==> src/rtl/mau_pkg.sv <==
// Shared types and constants for the memory access unit.
package mau_pkg;

  typedef enum logic [1:0] {
    SZ_BYTE = 2'd0,
    SZ_HALF = 2'd1,
    SZ_WORD = 2'd2
  } size_e;

  typedef enum logic [1:0] {
    IDLE  = 2'd0,
    READ  = 2'd1,
    WRITE = 2'd2,
    RESP  = 2'd3
  } state_e;

  // One byte lane at offset 0; wider masks and other offsets derive from it.
  localparam logic [31:0] LANE_MASK = 32'h0000_00FF;

  // Encoding 3 is not a real size; treat it as a full word.
  function automatic size_e norm_size(input logic [1:0] s);
    return (s == 2'd3) ? SZ_WORD : size_e'(s);
  endfunction

  // Bit mask covering the lanes touched by an access of size sz at byte offset off.
  function automatic logic [31:0] lane_mask(input size_e sz, input logic [1:0] off);
    logic [31:0] m;
    case (sz)
      SZ_BYTE: m = LANE_MASK;
      SZ_HALF: m = LANE_MASK | (LANE_MASK << 8);
      default: m = '1;
    endcase
    return m << {off, 3'b000};
  endfunction

endpackage

==> src/rtl/mau_lane_align.sv <==
// Combinational byte-lane steering: store merge (read-modify-write) and
// load extract with sign/zero extension. Little-endian lanes.
module mau_lane_align
  import mau_pkg::*;
(
  input  logic [31:0] old_word_i,
  input  logic [31:0] data_i,
  input  size_e       size_i,
  input  logic [1:0]  off_i,
  input  logic        unsigned_i,
  output logic [31:0] merged_o,
  output logic [31:0] extracted_o
);

  logic [31:0] mask;
  logic [31:0] data_sh;
  logic [31:0] word_sh;

  assign mask    = lane_mask(size_i, off_i);
  assign data_sh = data_i << {off_i, 3'b000};
  assign word_sh = old_word_i >> {off_i, 3'b000};

  // Replace only the addressed lanes of the old word.
  assign merged_o = (old_word_i & ~mask) | (data_sh & mask);

  // Move the addressed byte/half down to bit 0 and extend it.
  always_comb begin
    extracted_o = old_word_i;
    case (size_i)
      SZ_BYTE: extracted_o = {{24{word_sh[7] & ~unsigned_i}}, word_sh[7:0]};
      SZ_HALF: extracted_o = {{16{word_sh[15] & ~unsigned_i}}, word_sh[15:0]};
      default: extracted_o = old_word_i;
    endcase
  end

endmodule

==> src/rtl/mem_access_unit.sv <==
// Single-request load/store unit in front of a word-wide RAM with
// combinational read. Sub-word stores are done as read-modify-write.
// Optional feature macro: MAU_MISALIGN_CHECK_EN (reject misaligned half/word
// accesses with rsp_err); when undefined the offending low bits are ignored.
module mem_access_unit
  import mau_pkg::*;
#(
  parameter int ADDR_WIDTH = 10,
  parameter int DATA_WIDTH = 32
) (
  input  logic                  clk,
  input  logic                  rst,
  input  logic                  req_valid,
  output logic                  req_ready,
  input  logic                  req_we,
  input  logic [1:0]            req_size,
  input  logic                  req_unsigned,
  input  logic [ADDR_WIDTH-1:0] req_addr,
  input  logic [DATA_WIDTH-1:0] req_wdata,
  output logic                  rsp_valid,
  output logic [DATA_WIDTH-1:0] rsp_rdata,
  output logic                  rsp_err,
  output logic                  mem_read,
  output logic                  mem_write,
  output logic [ADDR_WIDTH-1:0] mem_addr,
  output logic [DATA_WIDTH-1:0] mem_wdata,
  input  logic [DATA_WIDTH-1:0] mem_rdata
);

  state_e                state_q;
  logic                  we_q;
  size_e                 size_q;
  logic                  uns_q;
  logic [1:0]            off_q;
  logic [DATA_WIDTH-1:0] wdata_q;
  logic [ADDR_WIDTH-1:0] mem_addr_q;
  logic [DATA_WIDTH-1:0] mem_wdata_q;
  logic [DATA_WIDTH-1:0] rsp_rdata_q;
  logic                  mem_read_q, mem_write_q, rsp_valid_q;
`ifdef MAU_MISALIGN_CHECK_EN
  logic                  rsp_err_q;
`endif

  size_e                 size_d;
  logic [1:0]            off_d;
  logic                  reject_d;
  logic [DATA_WIDTH-1:0] merged, extracted;

  assign size_d = norm_size(req_size);

  // Effective lane offset: low bits below the access size are dropped, so a
  // misaligned access silently becomes the aligned one when not rejected.
  always_comb begin
    off_d = 2'b00;
    case (size_d)
      SZ_BYTE: off_d = req_addr[1:0];
      SZ_HALF: off_d = {req_addr[1], 1'b0};
      default: off_d = 2'b00;
    endcase
  end

  // Misalignment decision at accept time.
`ifdef MAU_MISALIGN_CHECK_EN
  assign reject_d = ((size_d == SZ_HALF) && req_addr[0]) ||
                    ((size_d == SZ_WORD) && (req_addr[1:0] != 2'b00));
`else
  assign reject_d = 1'b0;
`endif

  mau_lane_align u_align (
    .old_word_i  (mem_rdata),
    .data_i      (wdata_q),
    .size_i      (size_q),
    .off_i       (off_q),
    .unsigned_i  (uns_q),
    .merged_o    (merged),
    .extracted_o (extracted)
  );

  // FSM with registered outputs: each strobe is set on entry to its state.
  always_ff @(posedge clk) begin
    if (rst) begin
      state_q     <= IDLE;
      we_q        <= 1'b0;
      size_q      <= SZ_BYTE;
      uns_q       <= 1'b0;
      off_q       <= 2'b00;
      wdata_q     <= '0;
      mem_addr_q  <= '0;
      mem_wdata_q <= '0;
      rsp_rdata_q <= '0;
      mem_read_q  <= 1'b0;
      mem_write_q <= 1'b0;
      rsp_valid_q <= 1'b0;
`ifdef MAU_MISALIGN_CHECK_EN
      rsp_err_q   <= 1'b0;
`endif
    end else begin
      mem_read_q  <= 1'b0;
      mem_write_q <= 1'b0;
      rsp_valid_q <= 1'b0;
      case (state_q)
        IDLE: begin
          if (req_valid) begin
            we_q        <= req_we;
            size_q      <= size_d;
            uns_q       <= req_unsigned;
            off_q       <= off_d;
            wdata_q     <= req_wdata;
            mem_addr_q  <= {req_addr[ADDR_WIDTH-1:2], 2'b00};
            rsp_rdata_q <= '0;
`ifdef MAU_MISALIGN_CHECK_EN
            rsp_err_q   <= reject_d;
`endif
            if (reject_d) begin
              state_q     <= RESP;
              rsp_valid_q <= 1'b1;
            end else if (req_we && (size_d == SZ_WORD)) begin
              state_q     <= WRITE;
              mem_write_q <= 1'b1;
              mem_wdata_q <= req_wdata;
            end else begin
              state_q    <= READ;
              mem_read_q <= 1'b1;
            end
          end
        end
        READ: begin
          if (we_q) begin
            state_q     <= WRITE;
            mem_write_q <= 1'b1;
            mem_wdata_q <= merged;
          end else begin
            state_q     <= RESP;
            rsp_valid_q <= 1'b1;
            rsp_rdata_q <= extracted;
          end
        end
        WRITE: begin
          state_q     <= RESP;
          rsp_valid_q <= 1'b1;
        end
        default: state_q <= IDLE;
      endcase
    end
  end

  // Strobes are masked by rst so a reset landing in WRITE never commits.
  assign req_ready = (state_q == IDLE) && !rst;
  assign mem_read  = mem_read_q  && !rst;
  assign mem_write = mem_write_q && !rst;
  assign rsp_valid = rsp_valid_q && !rst;
  assign mem_addr  = mem_addr_q;
  assign mem_wdata = mem_wdata_q;
  assign rsp_rdata = rsp_rdata_q;
`ifdef MAU_MISALIGN_CHECK_EN
  assign rsp_err   = rsp_err_q;
`else
  assign rsp_err   = 1'b0;
`endif

endmodule

==> config.mk <==
export PLATFORM = sky130hd
export DESIGN_NAME = mem_access_unit
export DESIGN_NICKNAME = d
export VERILOG_FILES = /design/src/rtl/mau_pkg.sv /design/src/rtl/mau_lane_align.sv /design/src/rtl/mem_access_unit.sv
export SDC_FILE = /design/constraint.sdc
export NUM_CORES = 1
export LEC_CHECK = 0
export ABC_AREA = 1
export BUFFER_PORTS_ARGS = -buffer_cell sky130_fd_sc_hd__buf_2
export CAP_MARGIN = 5
export CORE_AREA = 2 2 156 158
export CTS_CLUSTER_DIAMETER = 30
export CTS_CLUSTER_SIZE = 8
export DETAILED_ROUTE_END_ITERATION = 7
export DIE_AREA = 0 0 158 160
export GPL_ROUTABILITY_DRIVEN = 0
export HOLD_SLACK_MARGIN = 0.06
export SYNTH_ARGS = -nofsm -noshare
export SYNTH_HDL_FRONTEND = slang
export SYNTH_HIERARCHICAL = 1
export SYNTH_SLANG_ARGS = --single-unit
==> constraint.sdc <==
create_clock -name clk -period 2.44 [get_ports clk]
set_input_delay 0.366 -clock clk [delete_from_list [all_inputs] [get_ports clk]]
set_output_delay 0.366 -clock clk [all_outputs]
set_load 0.02 [all_outputs]
==> flow_metrics.tcl <==
set metrics [dict create \
    grt_overflow 0 \
    wl_um 22200 \
    path_max_fanout 16 \
    synth_cells 1063 \
    clk_path_buf_depth 2 \
    ys_warn_count 6 \
    maxSlewHeadroom_pct 57.5 \
    finalCritPeriodShare_pct 77.6 \
    worstHoldStart "req_addr[7]" \
    cts-root-buf "clkbuf_16" \
    io_buffers 156 \
    final_common_cell "nand2_1" \
    final_net_count 1272 \
    clock_skew_ns 0.0165 \
    power.switching_w 0.00377 \
    clock_sinks 115 \
    cts_hold_buf 0 \
    pwr-share-clk_pct 27.0 \
    clk_latency_ns 0.43 \
    rsz0062_at_grt "false" \
    peakVddDrop_mv 0.513 \
    synth_seq_cells 115 \
    wl_per_cell_um 14.6 \
    crit_required_ns 2.79 \
    critPathCaptureType "flop" \
    grt_pass1_vias 6455 \
    min_period_ns 1.89 \
    r2r-start "off_q[1]" \
    core_area_um2 23800 \
    finalSetupViolations 0 \
    die_h_um 160 \
    place_ws_ns 0.586 \
    h-tree-depth 4 \
    ant_nets 0 \
    comb_power_share_pct 42.2 \
    die_area_um2 25300 \
    final_cell_mix "nand2_1 (297), nor2_1 (169), buf_2 (156)" \
    cts_tree "built" \
    viasPerCell 4.57 \
    fin_util_pct 34.0 \
    drv_cap 0 \
    power.internal_w 0.00499 \
    setup_tns_ns 0 \
    grt_usage_pct 17.6 \
    fmax_mhz 528 \
    startpoint_type "flop" \
    ys_seq_area_share_pct 35.3 \
    leakage_nw 4.06 \
    worst_slew_pin_slew_ns 0.638 \
    post-route-drc-count 0 \
    power_density_nw_per_um2 1080 \
    postCtsSetupBuffers 0 \
    cts_buffers 17 \
    critPathLaunch "off_q[1]" \
    first_pass_iters 6 \
    syn_avg_cell_area_um2 6.13 \
    hold_slack_ns 0.192 \
    synth_area_um2 6520 \
    grt_max_degree 66 \
    num_vias 6973 \
    layout-drive-gt1-share_pct 19.2 \
    seq_power_share_pct 30.8 \
    p_total_w 0.00876 \
    cts_resized 0 \
    place_hpwl_um 16400 \
    outcome "finished, final reports clean" \
    die_w_um 158 \
    grt_pass1_wl_um 34600 \
    path_clk_slew_ns 0.06 \
    rows 57 \
    sw_frac_of_total_pct 43.0 \
    hold_path_class "in -> reg" \
    maxSlewViolCount 0 \
    cp.arrival_ns 2.24 \
    path_class "reg -> reg" \
    ys_types 31 \
    syn_to_final_growth_pct 24.0 \
    hold_viol 0 \
    drt_iter0_drc 614 \
    start_util_pct 27.4 \
    antenna_found_initial 2 \
    setup_ws_ns 0.547 \
    io_pins 160 \
]
area by class of cell:
type | instances | area, um2
inverters | 112 | 423
well taps | 324 | 405
flip-flops and latches | 115 | 2300
clock inverters | 12 | 110
diodes | 1 | 2.50
multi-input cells | 765 | 3420
fillers | 2743 | 15700
clock buffers | 20 | 447
repair buffers | 176 | 981
metal layers:
layer	global-route usage, %	share of wire (%)	up-vias
met5	0	0.059	-
met3	4.53	6.3	35
met1	23.6	46	3144
met4	6.02	2.0	2
met2	27.2	45	213
li1	-	-	3579
cell families after synthesis:
logic type,after synthesis,share of synthesized area [%]
simple gates,572,35.5
buf+inv,185,12.6
compound gates,181,14.9
flops,115,35.3
mux,5,0.863
fa+ha+maj,4,0.768
other cells,1,0.0575
power groups by stage:
| stage | clock network, W | registers [W] | logic [W] |
|---|---|---|---|
| 4_1_cts | 0.00243 | 0.00270 | 0.00372 |
| 5_1_grt | 0.00252 | 0.00276 | 0.00416 |
| 3_5_place_dp | 0 | 0.00273 | 0.00371 |
| 3_3_place_gp | 0 | 0.00273 | 0.00368 |
| 2_1_floorplan | 0 | 0.00303 | 0.00231 |
| 6_report | 0.00237 | 0.00270 | 0.00369 |
worst paths after layout:
path / endpoint / slack [ns] / cells after the start
max: rsp_rdata[20] / 0.55 / 8
min: mem_addr[7] / 0.19 / 3
max reg2reg: rsp_rdata[20] / 0.55 / 8
min reg2reg: rsp_rdata[6] / 0.45 / 2
through the flow:
step	instance area [um2]	instances
after floorplan	6530	1065
after CTS	8090	1524
final	8090	1525
after global routing	8090	1524
after global placement	7530	1492
after detailed placement	7530	1492
worst max-delay path: stages, from the launching register on:
cell and delay (ns):
dfxtp_1 0.49, inv_2 0.19, nor2_4 0.35, nand2_1 0.11, nand2_2 0.12, nand3_4 0.18, nand3_1 0.13, nand2_1 0.06
a21oi_1 0.16
registers in the layout (all words and copies together), names as in the netlist:
| name | flops |
|---|---|
| mem_addr | 8 |
| mem_read_q | 1 |
| mem_wdata | 32 |
| mem_write_q | 1 |
| off_q | 2 |
| rsp_rdata | 32 |
| rsp_valid_q | 1 |
| size_q | 2 |
| state_q | 2 |
| uns_q | 1 |
| wdata_q | 32 |
| we_q | 1 |
synthesized netlist by cell type, drive strengths merged:
cell type / instances / area, um2
mux2: 5 / 56.3
dfxtp: 115 / 2300
nand3b: 1 / 7.51
nor2: 175 / 677
a22oi: 2 / 20.0
inv: 112 / 423
o21ai: 83 / 415
conb: 1 / 3.75
buf: 52 / 319
a21oi: 78 / 402
a21boi: 2 / 15.0
o211ai: 16 / 120
clkbuf: 21 / 78.8
nand2: 299 / 1130
nor3: 4 / 20.0
ha: 4 / 50.1
nand3: 89 / 458
or2: 4 / 25.0
(Power assumes the default switching activity.)
